==> src/rtl/bird_uart_tx.sv <==
// Memory-mapped 8N1 UART transmitter for the bird CPU data bus.
// CPU stores push bytes into a circular FIFO; a baud-timed serialiser drains it onto tx.
module bird_uart_tx #(
    parameter logic [11:0] BASE      = 12'hFF0,
    parameter int unsigned DEPTH     = 8,
    parameter logic [15:0] DIV_RESET = 16'd3
) (
    input  logic        clk,
    input  logic        reset,
    input  logic [11:0] address,
    input  logic [15:0] wdata,
    input  logic        memwt,
    output logic        hit,
    output logic [15:0] rd_data,
    output logic        tx,
    output logic        irq
);

    localparam int unsigned AW      = (DEPTH > 1) ? $clog2(DEPTH) : 1;
    localparam logic [4:0]  DEPTH_C = 5'(DEPTH);

    localparam logic [1:0] S_IDLE  = 2'd0;
    localparam logic [1:0] S_START = 2'd1;
    localparam logic [1:0] S_DATA  = 2'd2;
    localparam logic [1:0] S_STOP  = 2'd3;

    logic [7:0]    r_mem [DEPTH];
    logic [AW-1:0] r_wptr;
    logic [AW-1:0] r_rptr;
    logic [4:0]    r_count;
    logic          r_ovf;
    logic [15:0]   r_div;
    logic [1:0]    r_state;
    logic [7:0]    r_shift;
    logic [2:0]    r_bit;
    logic [15:0]   r_baud;

    logic [1:0]    w_off;
    logic          w_full;
    logic          w_empty;
    logic          w_busy;
    logic          w_push_req;
    logic          w_push;
    logic          w_pop;

    assign hit        = (address[11:2] == BASE[11:2]);
    assign w_off      = address[1:0];
    assign w_full     = (r_count == DEPTH_C);
    assign w_empty    = (r_count == 5'd0);
    assign w_busy     = (r_state != S_IDLE);
    assign w_push_req = memwt && hit && (w_off == 2'd0);
    // Fullness is judged on the pre-pop count, so a write racing a pop is still dropped.
    assign w_push     = w_push_req && !w_full;
    assign w_pop      = (r_state == S_IDLE) && !w_empty;
    assign irq        = w_empty && (r_state == S_IDLE);

    always_ff @(posedge clk) begin
        if (w_push) begin
            r_mem[r_wptr] <= wdata[7:0];
        end
    end

    always_ff @(posedge clk or posedge reset) begin
        if (reset) begin
            r_wptr  <= '0;
            r_rptr  <= '0;
            r_count <= '0;
            r_ovf   <= 1'b0;
            r_div   <= DIV_RESET;
        end else begin
            if (w_push) begin
                r_wptr <= r_wptr + AW'(1);
            end
            if (w_pop) begin
                r_rptr <= r_rptr + AW'(1);
            end
            case ({w_push, w_pop})
                2'b10:   r_count <= r_count + 5'd1;
                2'b01:   r_count <= r_count - 5'd1;
                default: r_count <= r_count;
            endcase
            if (w_push_req && w_full) begin
                r_ovf <= 1'b1;
            end else if (memwt && hit && (w_off == 2'd1) && wdata[3]) begin
                r_ovf <= 1'b0;
            end
            if (memwt && hit && (w_off == 2'd2)) begin
                r_div <= wdata;
            end
        end
    end

    // Baud counter reloads from r_div at every bit start, so DIV writes land on the next bit.
    always_ff @(posedge clk or posedge reset) begin
        if (reset) begin
            r_state <= S_IDLE;
            r_shift <= '0;
            r_bit   <= '0;
            r_baud  <= '0;
        end else begin
            case (r_state)
                S_IDLE: begin
                    if (w_pop) begin
                        r_shift <= r_mem[r_rptr];
                        r_baud  <= r_div;
                        r_state <= S_START;
                    end
                end
                S_START: begin
                    if (r_baud == 16'd0) begin
                        r_baud  <= r_div;
                        r_bit   <= 3'd0;
                        r_state <= S_DATA;
                    end else begin
                        r_baud <= r_baud - 16'd1;
                    end
                end
                S_DATA: begin
                    if (r_baud == 16'd0) begin
                        r_baud  <= r_div;
                        r_shift <= {1'b0, r_shift[7:1]};
                        if (r_bit == 3'd7) begin
                            r_state <= S_STOP;
                        end else begin
                            r_bit <= r_bit + 3'd1;
                        end
                    end else begin
                        r_baud <= r_baud - 16'd1;
                    end
                end
                default: begin
                    if (r_baud == 16'd0) begin
                        r_state <= S_IDLE;
                    end else begin
                        r_baud <= r_baud - 16'd1;
                    end
                end
            endcase
        end
    end

    // tx decodes the state directly so an asynchronous reset raises it without waiting for a clock.
    always_comb begin
        tx = 1'b1;
        case (r_state)
            S_START: tx = 1'b0;
            S_DATA:  tx = r_shift[0];
            default: tx = 1'b1;
        endcase
    end

    always_comb begin
        rd_data = '0;
        if (hit) begin
            case (w_off)
                2'd1:    rd_data = {7'b0, r_count, r_ovf, w_busy, w_empty, w_full};
                2'd2:    rd_data = r_div;
                default: rd_data = '0;
            endcase
        end
    end

endmodule

==> config.mk <==
export PLATFORM = sky130hd
export DESIGN_NAME = bird_uart_tx
export DESIGN_NICKNAME = d
export VERILOG_FILES = /design/src/rtl/bird_uart_tx.sv
export SDC_FILE = /design/constraint.sdc
export NUM_CORES = 1
export LEC_CHECK = 0
export ABC_AREA = 0
export CELL_PAD_IN_SITES_DETAIL_PLACEMENT = 0
export CELL_PAD_IN_SITES_GLOBAL_PLACEMENT = 1
export CORE_ASPECT_RATIO = 0.7
export CORE_MARGIN = 2
export CORE_UTILIZATION = 43
export CTS_CLUSTER_SIZE = 16
export DETAILED_ROUTE_END_ITERATION = 16
export PLACE_DENSITY_LB_ADDON = 0.25
export SETUP_SLACK_MARGIN = 0.2
export SYNTH_ARGS = -nofsm -noshare
export SYNTH_HDL_FRONTEND = slang
export SYNTH_SLANG_ARGS = --single-unit
==> constraint.sdc <==
create_clock -name clk -period 2.7 [get_ports clk]
set_input_delay 0.54 -clock clk [delete_from_list [all_inputs] [get_ports clk]]
set_output_delay 0.54 -clock clk [all_outputs]
set_load 0.01 [all_outputs]
==> results.tsv, run 1 <==
metric	value	unit
first_global_vias	4171	
relSlewSlack	46.1	%
crit_required	2.16	ns
worst-path-max-fanout	4	
io_pins	50	
finalPower	7.58	mW
yosys-top-cells-area	edfxtp_1 33%, dfrtp_1 24%, mux4_2 6.2%	
syn_area_per_cell	12.8	sq um
drv_cap	0	
dieWidth	143	um
wl	14400	um
worst_slew_pin_slew	0.808	ns
clockBufferDepth	2	
status	finished clean	
synth_nets	503	
vdd.ir_drop.worst	0.526	mV
start_util	44.2	%
fin_crit_sh	91.0	%
ys.flop_type	edfxtp_1	
yosysWarningCount	0	
critPathSlowestCell	clkdlybuf4s50_1	
dp_hpwl	10100	um
seq_area_frac_synth	57.3	%
place_congestion	0.867	
cts_root_buffer	clkbuf_16	
post-route-util	57.2	%
antenna_found_initial	0	
drtAntennaViolNets	0	
synthTopCellsByCount	64 x edfxtp_1, 55 x dfrtp_1, 32 x nor2_1	
clk_pin_slew	0.06	ns
synth.distinct_cells	62	
worstSkewPairLatency	0.41	ns
skew	0.00994	ns
drt-initial-drc-count	332	
flow.area_growth_from_synthesis	29.5	%
yosysTopAreaCell	edfxtp_1	
num-fill-cells	1103	
cts_sinks	121	
fmax	0.407	GHz
period_minus_slack	2.46	ns
drcViolationCount	0	
grt_pass1_wl	22900	um
fin_ws	0.244	ns
place_ws	-0.271	ns
cts_tree	done	
grtUsageTotal	21.0	%
rsz0062_at_grt	true	
grt_overflow	0	
synth-edff-count	64	
crit_type	primary input to output pin	
io_buffer_count	49	
row_count	35	
drt-wirelength-per-cell	19.0	um
hold_viol	0	
die_area	0.0146	sq mm
grt_max_degree	40	
yosysMostFrequentCell	edfxtp_1	
core	0.0132	sq mm
synthCells	456	
vias_per_cell	5.65	
crit_chain	clkdlybuf4s50_1 -> nand2_2 -> nor3_4 -> nand2_2 -> buf_4 -> buf_4 -> nor2_4 -> buf_6	
chipHeight	102	um
ys_ff_latch	121	
synth_top_area_share	32.9	%
numCtsBuffers	17	
cp.arrival	1.92	ns
power_density	1000	mW/mm^2
synth_area	0.00585	sq mm
rr_startpoint	r_count[2]$_DFFE_PP0P_	
ys_async_sr_fraction	47.1	%
min_path_type	primary input to asynchronous set/reset pin	
crit_path_max_incr_delay	0.47	ns
drive_gt1_share	32.7	%
drt_pass1_iterations	4	
r2r_slack	0.29	ns
rr_worst_depth	9	
r2r_end	r_count[4]$_DFFE_PP0P_	
vias	4291	
worstSetupEndpointType	output pin	
cts-htree-levels	4	
antenna_cells	0	
leakage	3.14	nW
startpoint_type	primary input	
maxSlewViolCount	0	
setup_viol	0	
fin_nets	609	
[registers in the layout, summed over array words and instances, names as in the netlist]
name and cells:
r_shift 8, r_ovf 1, r_mem 64, r_wptr 3, r_state 2, r_rptr 3
r_baud 16, r_bit 3, r_count 5, r_div 16
[what timing repair did]
action / 4_1_cts / 5_1_grt
pin swaps: 5 / 14
resized for setup: 83 / 32
endpoints found under the setup margin: 20 / 24
gates cloned: 1 / 0
hold buffers: 0 / 0
setup buffers: 11 / 10
[per-layer routing]
| layer | wire length, um | up-vias | global-route usage (%) |
|---|---|---|---|
| met3 | 869 | 8 | 4.82 |
| met2 | 6300 | 130 | 30.2 |
| met5 | 0 | - | 0 |
| met1 | 7190 | 2171 | 32.7 |
| met4 | 91 | 0 | 4.68 |
| li1 | - | 1982 | - |
[cell families after synthesis]
| group | count (synthesis) | synth area share [%] |
|---|---|---|
| AO/OA/AOI/OAI | 91 | 11.0 |
| XOR/XNOR | 9 | 1.35 |
| adder cells (fa/ha/maj) | 16 | 3.42 |
| buffers and inverters | 39 | 2.85 |
| flip-flops | 121 | 57.3 |
| multiplexers | 46 | 11.8 |
| AND/OR/NAND/NOR | 134 | 12.2 |
[layout by cell type, fill, tap and decap left out, drive strengths merged, types with 14 or more instances in the layout]
master,Yosys,layout
mux4,16,16
clkbuf,14,21
buf,8,74
dfrtp,55,55
edfxtp,64,64
a21oi,14,14
ha,16,16
nand2,28,29
clkdlybuf4s50,0,20
o21ai,18,18
mux2,25,25
nor2,32,32
a22oi,17,17
inv,16,17
[layout make-up]
type                       instances  area (sq um)  area share, %
clock buffer                      20           437           5.77
clock inverter                    12           103           1.36
inverter                          17          65.1          0.860
multi-input combinational        297          2460           32.5
sequential                       121          3350           44.3
tap                              185           231           3.06
timing repair buffer             108           916           12.1
[per-stage QoR]
step	cells	setup TNS (ns)	hold slack (ns)	area [sq um]
3_3_place_gp	706	-2.02	0.470	6780
4_1_cts	750	0	0.304	7400
5_1_grt	760	0	0.309	7570
2_1_floorplan	456	0	0.449	5860
3_5_place_dp	706	-3.10	0.477	6780
6_report	760	0	0.310	7570
[power breakdown]
part	switching (mW)	internal [mW]	total, mW	leakage (nW)
clock network	0.791	1.26	2.05	0.249
registers	0.314	2.20	2.51	1.31
logic	1.60	1.43	3.02	1.58
total	2.70	4.88	7.58	3.14
[worst max-delay path by stage]
stage          slack (ns)   startpoint  cells after the start                     end
2_1_floorplan        0.16   address[2]                     12  r_count[4]$_DFFE_PP0P_
3_3_place_gp        -0.17   address[9]                      6              rd_data[0]
3_5_place_dp        -0.27   address[9]                     12  r_count[4]$_DFFE_PP0P_
6_report             0.24  address[10]                      8              rd_data[5]
4_1_cts              0.12   address[6]                      7              rd_data[0]
5_1_grt              0.13  address[10]                     12  r_count[4]$_DFFE_PP0P_
[critical path, delay by kind of cell]
family	cells	cell delay [ns]
buffers and inverters	4	0.85
AND/OR/NAND/NOR	4	0.52
No activity file was read; power rests on OpenSTA's default activity.
==> run 2: changes to the inputs <==
--- a/config.mk
+++ b/config.mk
@@ -6,6 +6,7 @@
 export NUM_CORES = 1
 export LEC_CHECK = 0
 export ABC_AREA = 0
+export CAP_MARGIN = 20
 export CELL_PAD_IN_SITES_DETAIL_PLACEMENT = 0
 export CELL_PAD_IN_SITES_GLOBAL_PLACEMENT = 1
 export CORE_ASPECT_RATIO = 0.7
==> results of run 2 <==
The final DEF is identical to that of run 1; final timing and power are the same.
==> run 3: changes to the inputs <==
--- a/config.mk
+++ b/config.mk
@@ -6,7 +6,7 @@
 export NUM_CORES = 1
 export LEC_CHECK = 0
 export ABC_AREA = 0
-export CAP_MARGIN = 20
+export CAP_MARGIN = 0
 export CELL_PAD_IN_SITES_DETAIL_PLACEMENT = 0
 export CELL_PAD_IN_SITES_GLOBAL_PLACEMENT = 1
 export CORE_ASPECT_RATIO = 0.7
==> results of run 3 <==
The final DEF is identical to that of run 1; final timing and power are the same.
